File: config.mk
export PLATFORM = sky130hd
export DESIGN_NAME = pc_stack
export DESIGN_NICKNAME = d
export VERILOG_FILES = /design/src/rtl/pc_stack.sv
export SDC_FILE = /design/constraint.sdc
export NUM_CORES = 1
export LEC_CHECK = 0
export CAP_MARGIN = 10
export CORE_MARGIN = 2
export CORE_UTILIZATION = 37
export CTS_BUF_LIST = sky130_fd_sc_hd__clkbuf_16
export CTS_CLUSTER_DIAMETER = 60
export CTS_CLUSTER_SIZE = 10
export DETAILED_ROUTE_END_ITERATION = 7
export PLACE_DENSITY = 0.83
export SLEW_MARGIN = 0
export SYNTH_ARGS = -nofsm -noshare
export SYNTH_HDL_FRONTEND = slang
export SYNTH_SLANG_ARGS = --single-unit
File: constraint.sdc
create_clock -name clk -period 1.8 [get_ports clk]
set_input_delay 0.36 -clock clk [delete_from_list [all_inputs] [get_ports clk]]
set_output_delay 0.36 -clock clk [all_outputs]
set_load 0.02 [all_outputs]
File: src/rtl/pc_stack.sv
// Hack CPU program counter with increment, jump, synchronous clear and an
// optional return-address stack (enabled by defining PC_STACK_EN).
module pc_stack #(
  parameter int WIDTH = 16,
  parameter int DEPTH = 4
) (
  input  logic             clk,
  input  logic             rst_n,
  input  logic             clr,
  input  logic             load,
  input  logic             inc,
  input  logic             call,
  input  logic             ret,
  input  logic [WIDTH-1:0] in,
  output logic [WIDTH-1:0] out,
  output logic             stack_full,
  output logic             stack_empty,
  output logic             stack_err
);

  typedef enum logic [2:0] {
    OP_HOLD,
    OP_INC,
    OP_LOAD,
    OP_CALL,
    OP_RET,
    OP_CLR
  } op_e;

  op_e              op;
  logic [WIDTH-1:0] pc;
  logic [WIDTH-1:0] pc_d;
  logic [WIDTH-1:0] pc_inc;

  assign pc_inc = pc + WIDTH'(1);
  assign out    = pc;

  always_ff @(posedge clk or negedge rst_n) begin
    if (!rst_n) begin
      pc <= '0;
    end else begin
      pc <= pc_d;
    end
  end

`ifdef PC_STACK_EN
  localparam int AW = (DEPTH > 1) ? $clog2(DEPTH) : 1;
  localparam int SW = $clog2(DEPTH + 1);

  logic [WIDTH-1:0] stack [DEPTH];
  logic [SW-1:0]    sp;
  logic [SW-1:0]    sp_d;
  logic             err;
  logic             err_d;
  logic             push;
  logic             full;
  logic             empty;
  logic [AW-1:0]    wr_idx;
  logic [AW-1:0]    rd_idx;

  assign full        = (sp == SW'(DEPTH));
  assign empty       = (sp == '0);
  assign wr_idx      = sp[AW-1:0];
  assign rd_idx      = wr_idx - AW'(1);
  assign stack_full  = full;
  assign stack_empty = empty;
  assign stack_err   = err;

  // ret outranks load, so ret+load+call performs only the pop
  always_comb begin
    op = OP_HOLD;
    if (clr) begin
      op = OP_CLR;
    end else if (ret) begin
      op = OP_RET;
    end else if (load && call) begin
      op = OP_CALL;
    end else if (load) begin
      op = OP_LOAD;
    end else if (inc) begin
      op = OP_INC;
    end
  end

  always_comb begin
    pc_d  = pc;
    sp_d  = sp;
    err_d = err;
    push  = 1'b0;
    case (op)
      OP_CLR: begin
        pc_d  = '0;
        sp_d  = '0;
        err_d = 1'b0;
      end
      OP_RET: begin
        if (!empty) begin
          pc_d = stack[rd_idx];
          sp_d = sp - SW'(1);
        end else begin
          err_d = 1'b1;
        end
      end
      OP_CALL: begin
        pc_d = in;
        if (!full) begin
          push = 1'b1;
          sp_d = sp + SW'(1);
        end else begin
          err_d = 1'b1;
        end
      end
      OP_LOAD: pc_d = in;
      OP_INC:  pc_d = pc_inc;
      default: ;
    endcase
  end

  always_ff @(posedge clk or negedge rst_n) begin
    if (!rst_n) begin
      sp  <= '0;
      err <= 1'b0;
    end else begin
      sp  <= sp_d;
      err <= err_d;
    end
  end

  // Stack contents are don't-care after reset, so the array carries no reset
  always_ff @(posedge clk) begin
    if (push) begin
      stack[wr_idx] <= pc_inc;
    end
  end

`else
  logic unused_cfg;

  assign unused_cfg  = ^{call, ret, DEPTH != 0};
  assign stack_full  = 1'b0;
  assign stack_empty = 1'b1;
  assign stack_err   = 1'b0;

  always_comb begin
    op = OP_HOLD;
    if (clr) begin
      op = OP_CLR;
    end else if (load) begin
      op = OP_LOAD;
    end else if (inc) begin
      op = OP_INC;
    end
  end

  always_comb begin
    pc_d = pc;
    case (op)
      OP_CLR:  pc_d = '0;
      OP_LOAD: pc_d = in;
      OP_INC:  pc_d = pc_inc;
      default: ;
    endcase
  end
`endif

endmodule

After elaboration in Yosys (flattened, before gate mapping)
Index checks and enable logic that the tools add are counted.
W data, S select, Z words.
Storage, ports and cells
  bits in registers: 16
  latch bits: 0
  memory bits (writable): 0
  memory bits (read-only): 0
  output and inout bits: 19
  memories: 0
Cells by class
  add/sub/neg operators: 1
  multiply operators: 0
  div/mod/pow operators: 0
  $lt $le $gt $ge: 0
  equality and inequality tests: 3
  shift-type cells: 0
  muxes and demuxes: 4
  bitwise gates (word level): 0
  reduce and logical (&&, ||, !) cells: 1
Operators by type and width (number)
  $pmux W16 S3: 1
  $add A16 B1 Y16 const B: 1
  $eq A3 B1 Y1 const B: 1
  $eq A3 B2 Y1 const B: 1
  $eq A3 B3 Y1 const B: 1
  $mux W3: 1
  $reduce_bool A3 Y1: 1
  $mux W2: 1
  $mux W1: 1

Logic depth before layout (Yosys ltp)
Gate-level depths: netlist of the first run.
  word-level depth: 5
  gate-level depth with buffers: 6
  mapped depth without buffers: 5

Least setup slack after synthesis of the first run
OpenSTA, ideal clock, no wires.
  kind: register -> register
  start point: register pc[5], in the netlist out[5]
  end point: register pc[15], in the netlist out[15]
  library setup time: 0.099 ns
  arrival time: 1.760 ns
  data required time: 1.701 ns
  path slack: -0.060 ns
  stages on the path, launching flop included: 5
  period minus slack after synthesis: 1.860 ns
  cells stage by stage: dfrtp_1 > nand3_1 > or3_4 > or4_1 > a311oi_1
On the way
  cells in the longest elaborated chain, start to end: 2
Ends and longest elaborated chain
  start, declared: line 31  | logic [WIDTH-1:0] pc;
  start signal, assigned: line 42  | pc <= pc_d;
  $add A16 B1 Y16: line 35  | assign pc_inc = pc + WIDTH'(1);
  $pmux W16 S3: line 157  | case (op)
Every way passes these cells.
A chain may end at the register's enable or synchronous reset.

Worst setup path in the final report of the first run
  start point: register pc[2], in the netlist out[2]
  end point: output port out[2]
RTL lines
  end, declared: line 15  | output logic [WIDTH-1:0] out,
No word-level cell between the ends.

==> results of run 1 <==
-- power breakdown --
part	total [mW]	switching [mW]	internal, mW
Clock	0.434	0.139	0.295
Combinational	0.233	0.109	0.124
Sequential	0.415	0.0297	0.385
Total	1.08	0.278	0.805
-- path summary, 6_finish.rpt --
kind                          from  endpoint  slack [ps]  cells past startpoint
setup / recovery            out[2]    out[2]          90                      2
hold / removal               rst_n    out[1]         460                      2
setup reg to reg            out[3]   out[15]         110                      4
hold reg to reg            out[15]   out[15]         610                      2
max in group asynchronous    rst_n    out[2]        1130                      2
min in group clk           out[15]   out[15]         610                      2
-- cell usage in the layout, fill, tap and decap left out --
cell type,instances
buf_4,15
mux2i_1,2
a211oi_1,4
nand2_1,12
o31ai_1,3
a311oi_2,1
nor3_1,2
xnor2_1,8
nor2_1,14
conb_1,3
dlygate4sd2_1,1
nand4_2,1
nand3_1,3
clkdlybuf4s50_1,35
nor4_2,1
clkbuf_16,3
nor2b_1,1
or3_1,2
inv_1,5
nand4_1,4
ha_1,1
a311oi_1,3
o21bai_1,1
or3_4,1
dfrtp_1,9
a21oi_1,6
a2111oi_1,1
dfrtp_2,7
xor2_1,1
nor4_1,3
or4_1,2
clkinv_1,1
o21ai_1,2
a221oi_1,1
-- metal layers --
metal	share of wire	track usage
met5	0	0
met4	0.011	0.0772
met3	0.067	0.0296
met2	0.49	0.341
met1	0.43	0.243
-- cells by family (layout without fill, tap and decap cells) --
logic type / count (synthesis) / count (layout) / synth area share
buffers and inverters: 14 / 60 / 0.0697
other: 2 / 3 / 0.00774
DFF: 16 / 16 / 0.413
muxes: 2 / 2 / 0.0206
and+or+nand+nor: 46 / 46 / 0.237
adders and majority gates: 1 / 1 / 0.0129
AOI/OAI and AO/OA: 22 / 22 / 0.157
xor gates and xnor gates: 9 / 9 / 0.0813
-- final cells by class --
| cell class | instances | area, sq um |
|---|---|---|
| flip-flops and latches | 16 | 409 |
| inverters | 5 | 18.8 |
| repair buffers | 51 | 472 |
| well taps | 30 | 37.5 |
| clock buffers | 3 | 75.1 |
| fillers | 206 | 942 |
| multi-input cells | 83 | 519 |
| clock inverters | 1 | 3.75 |
-- cells in the mapped netlist (all sizes together), types with 2 or more instances --
cell type | number | area [sq um]
a21oi | 6 | 30.0
or3 | 3 | 23.8
a211oi | 4 | 30.0
dfrtp | 16 | 400
xnor2 | 8 | 70.1
a311oi | 4 | 35.0
nor4 | 4 | 25.0
nand3 | 3 | 15.0
buf | 4 | 30.0
o21ai | 2 | 10.0
o31ai | 3 | 22.5
nor3 | 2 | 10.0
nand2 | 12 | 45.0
clkbuf | 5 | 18.8
mux2i | 2 | 20.0
nand4 | 5 | 37.5
conb | 2 | 7.51
inv | 5 | 18.8
nor2 | 14 | 52.6
or4 | 2 | 15.0
-- per-stage QoR --
| stage | cell area (sq um) | setup WS, ps | hold WS (ps) | utilization |
|---|---|---|---|---|
| after detailed placement | 1430 | -386 | 577 | 0.577 |
| final | 1540 | 94.1 | 464 | 0.620 |
| after global routing | 1540 | 12.3 | 493 | 0.620 |
| after floorplan | 982 | 20.1 | 64.4 | - |
| after global placement | 1430 | -357 | 570 | 0.577 |
| after CTS | 1510 | 81.3 | 475 | 0.608 |
-- worst reg2reg max path, delay by kind of cell (launching register included) --
| kind | cells | cell delay [ps] |
|---|---|---|
| AO/OA/AOI/OAI | 1 | 200 |
| flip-flops | 1 | 380 |
| AND/OR/NAND/NOR | 3 | 1010 |
-- repair_timing --
action | 4_1_cts | 5_1_grt
gates resized for setup | 1 | 3
buffers inserted | 0 | 2
hold buffers | 0 | 0
pin swaps | 1 | 2
endpoints found under the setup margin | 3 | 2
==> impl_metrics.py, run 1 <==
metrics = {
    "outcome": {
        "status": "complete, no violations",
    },
    "logic_synthesis": {
        "async_reset_ff_frac": 1.00,
        "ys_warn_count": 0,
        "synth.lib_cells_used.distinct": 28,
        "yosysSeqAreaShare": 0.413,
        "ys.flop_type": "dfrtp_1",
        "ys_ff_latch": 16,
        "netlist_instances": 112,
        "synth_area_sq_um": 970,
        "avgSynthCellArea_sq_um": 8.66,
        "synth_edf_count": 0,
    },
    "detailed_routing": {
        "wl_per_cell_microns": 13.8,
        "drc": 0,
        "vias": 1019,
        "viasPerCell": 5.39,
        "drt_iter0_markers": 27,
        "drt-total-wl_mm": 2.60,
        "firstDrtPassIters": 4,
        "ant_nets": 0,
    },
    "floorplan": {
        "die_w_microns": 55.2,
        "io_pins": 42,
        "core_area_sq_um": 2480,
        "start_util": 0.391,
        "std_cell_rows": 18,
        "fp.dieArea_sq_um": 3050,
        "die_h_microns": 55.2,
    },
    "sta": {
        "drv_slew": 0,
        "period_needed_ps": 1710,
        "fmax_ghz": 0.586,
        "min_period_over_period": 0.948,
        "rsz0062_at_grt": "false",
        "fin_worst_skew_ps": 2.34,
        "finalHoldViolations": 0,
        "setup-violations-final": 0,
        "finalSetupTns_ps": 0,
    },
    "pwr": {
        "power_leakage_nw": 0.599,
        "finalPower_mw": 1.08,
        "powerDensity_nw_per_um2": 705,
        "ir_worst_vdd_mv": 0.485,
    },
    "placed_design": {
        "dp_hpwl_mm": 1.95,
        "gp_congestion": 0.758,
        "numPortBuffers": 36,
        "placed_cells": 183,
    },
    "setup_path": {
        "path_buf_inv": 2,
        "start_kind": "flip-flop",
        "max_stage_delay_ps": 600,
        "end_kind": "output pin",
        "crit_path_max_fanout": 4,
        "cp.required_ps": 1440,
        "crit_slowest_cell": "clkdlybuf4s50_1",
        "cp.arrival_ps": 1350,
        "critPathTopFamily": "buffers and inverters",
        "path_class": "reg2out",
        "cp_cell_sequence": "buf_4 -> clkdlybuf4s50_1",
    },
    "clock_network": {
        "path_clk_slew_ps": 50,
        "cts_buffers": 3,
        "clkSinkCount": 16,
        "insertion_delay_ps": 240,
        "cts_buffer_depth": 2,
        "htree_levels": 1,
        "root_buffer": "clkbuf_16",
        "cts_tree": "built",
    },
    "layout": {
        "largest_reg_flops": 16,
        "fin_nets": 184,
        "area_growth_syn_to_layout_pct": 58.3,
        "diodes": 0,
        "layout.cells.non_filler": 189,
        "drive_above_1_share": 0.182,
    },
    "grt": {
        "overflow": 0,
        "grt_max_degree": 17,
        "grt_pass1_wl_mm": 4.22,
        "antenna_found_initial": 0,
        "grt_pass1_vias": 968,
        "grt_usage": 0.196,
    },
    "worst_hold_path": {
        "hp-class": "in2async",
    },
    "flow_run": {
        "drv_cap": 0,
    },
}
(Power assumes the default switching activity.)
==> run 2: changes to the inputs <==
- ABC_CLOCK_PERIOD_IN_PS: not set -> 1800
- CORE_MARGIN: 2 -> 5
==> run 2 against run 1 <==
Net effect:
- clock skew increased by 0.57 ps
- clock power about the same
- sequential cell count unchanged
- global-route usage decreased by 3.0 points
- utilization decreased by 0.61 points
- first-iteration DRC count increased by 7.4%
- via count increased by 2.0%
- setup slack got worse by 19 ps
- highest routed layer unchanged
==> impl_metrics.py, run 2 (synthesis results as in run 1) <==
metrics = {
    "clock_network": {
        "htree_levels": 1,
        "cts_buffer_depth": 2,
        "root_buffer": "clkbuf_16",
        "hold_buffers": 0,
        "insertion_delay_ps": 250,
        "clkSinkCount": 16,
        "path_clk_slew_ps": 50,
        "cts_tree": "built",
        "cts_buffers": 3,
    },
    "sta": {
        "finalHoldViolations": 0,
        "rsz0062_at_grt": "false",
        "drv_slew": 0,
        "fin_worst_skew_ps": 2.91,
        "period_needed_ps": 1720,
        "min_period_over_period": 0.958,
        "setup-violations-final": 0,
        "fmax_ghz": 0.580,
    },
    "pwr": {
        "powerDensity_nw_per_um2": 706,
        "power_leakage_nw": 0.603,
        "finalPower_mw": 1.08,
        "ir_worst_vdd_mv": 0.449,
    },
    "layout": {
        "mostFrequentLayoutCell": "clkdlybuf4s50_1",
        "final_cell_mix": "clkdlybuf4s50_1 (35), buf_4 (15), nor2_1 (14)",
        "multiInputGateArea_sq_um": 518,
        "seqCellArea_sq_um": 409,
        "diodes": 0,
        "drive_above_1_share": 0.182,
        "fillerInstances": 220,
        "area_growth_syn_to_layout_pct": 58.2,
        "fin_nets": 184,
        "design_area_sq_um": 1530,
        "largest_reg_flops": 16,
    },
    "setup_path": {
        "cp.required_ps": 1950,
        "cp_cell_sequence": "nand4_2 -> or3_4 -> or4_1 -> a311oi_2",
        "max_stage_delay_ps": 500,
        "end_kind": "flip-flop",
        "path_class": "reg2reg",
        "cp.arrival_ps": 1870,
        "crit_path_max_fanout": 4,
        "crit_slowest_cell": "or4_1",
        "start_kind": "flip-flop",
    },
    "floorplan": {
        "fp.dieArea_sq_um": 3740,
        "std_cell_rows": 18,
        "io_pins": 42,
        "die_h_microns": 61.2,
        "die_w_microns": 61.2,
        "core_area_sq_um": 2500,
        "start_util": 0.388,
    },
    "outcome": {
        "status": "complete, no violations",
    },
    "placed_design": {
        "dp_hpwl_mm": 2.09,
        "numPortBuffers": 36,
        "gp_congestion": 0.807,
        "dpl_cell_area_sq_um": 1440,
    },
    "flow_run": {
        "drv_cap": 0,
    },
    "grt": {
        "grt_pass1_vias": 1038,
        "grt_max_degree": 17,
        "antenna_found_initial": 0,
        "grt_pass1_wl_mm": 4.66,
        "grt_usage": 0.166,
        "overflow": 0,
    },
    "detailed_routing": {
        "wl_per_cell_microns": 15.0,
        "ant_nets": 0,
        "firstDrtPassIters": 4,
        "viasPerCell": 5.50,
        "drt-total-wl_mm": 2.83,
        "drc": 0,
        "vias": 1039,
        "drt_iter0_markers": 29,
    },
    "worst_hold_path": {
        "hp-class": "in2async",
    },
}
==> run 2: critical path: cells and delay by family, from the launching register on <==
kind	cells	cell delay (ps)
DFF	1	390
and+or+nand+nor	3	1040
AOI/OAI and AO/OA	1	210
==> run 2: report_power, final <==
part           total (mW)  internal [mW]  switching (mW)  leakage (nW)
combinational       0.235          0.124           0.111         0.361
sequential          0.415          0.386          0.0299         0.199
clock               0.433          0.295           0.138        0.0423
total                1.08          0.804           0.279         0.603
==> run 2: metrics by stage <==
stage          hold WS, ps  setup TNS, ps  instances  utilization  worst slack [ps]
4_1_cts                447              0        188        0.606              64.6
3_5_place_dp           582          -1570        184        0.575              -397
2_1_floorplan         64.4              0        113            -              20.1
3_3_place_gp           568          -1170        184        0.575              -360
6_report               436              0        189        0.614              75.3
5_1_grt                468              0        189        0.614              3.18
==> run 2: path summary, 6_finish.rpt <==
check | cells past startpoint | start | slack (ps) | to
min in group clk | 2 | out[10] | 610 | out[10]
max in group asynchronous | 2 | rst_n | 1160 | out[2]
min reg2reg | 2 | out[10] | 610 | out[10]
min | 2 | rst_n | 440 | out[7]
max | 4 | out[3] | 80 | out[15]
max reg2reg | 4 | out[3] | 80 | out[15]
==> run 2: layer usage <==
| layer | vias to the layer above | track usage | routed length [microns] |
|---|---|---|---|
| met2 | 49 | 0.290 | 1400 |
| met1 | 495 | 0.187 | 1150 |
| met3 | 8 | 0.0587 | 218 |
| li1 | 487 | - | - |
| met4 | 0 | 0.0557 | 66 |
| met5 | - | 0 | 0 |
==> run 2: what timing repair did <==
item                                    in CTS  in global routing
endpoints found under the setup margin       3                  2
pin swaps                                    1                  0
resized for setup                            1                  2
setup buffers                                0                  1
==> run 2: layout make-up <==
cell class                 instances  share of cell area
tap                               30              0.0245
clock inverter                     1             0.00245
sequential                        16               0.267
timing repair buffer              51               0.308
inverter                           5              0.0122
clock buffer                       3              0.0489
multi-input combinational         83               0.338
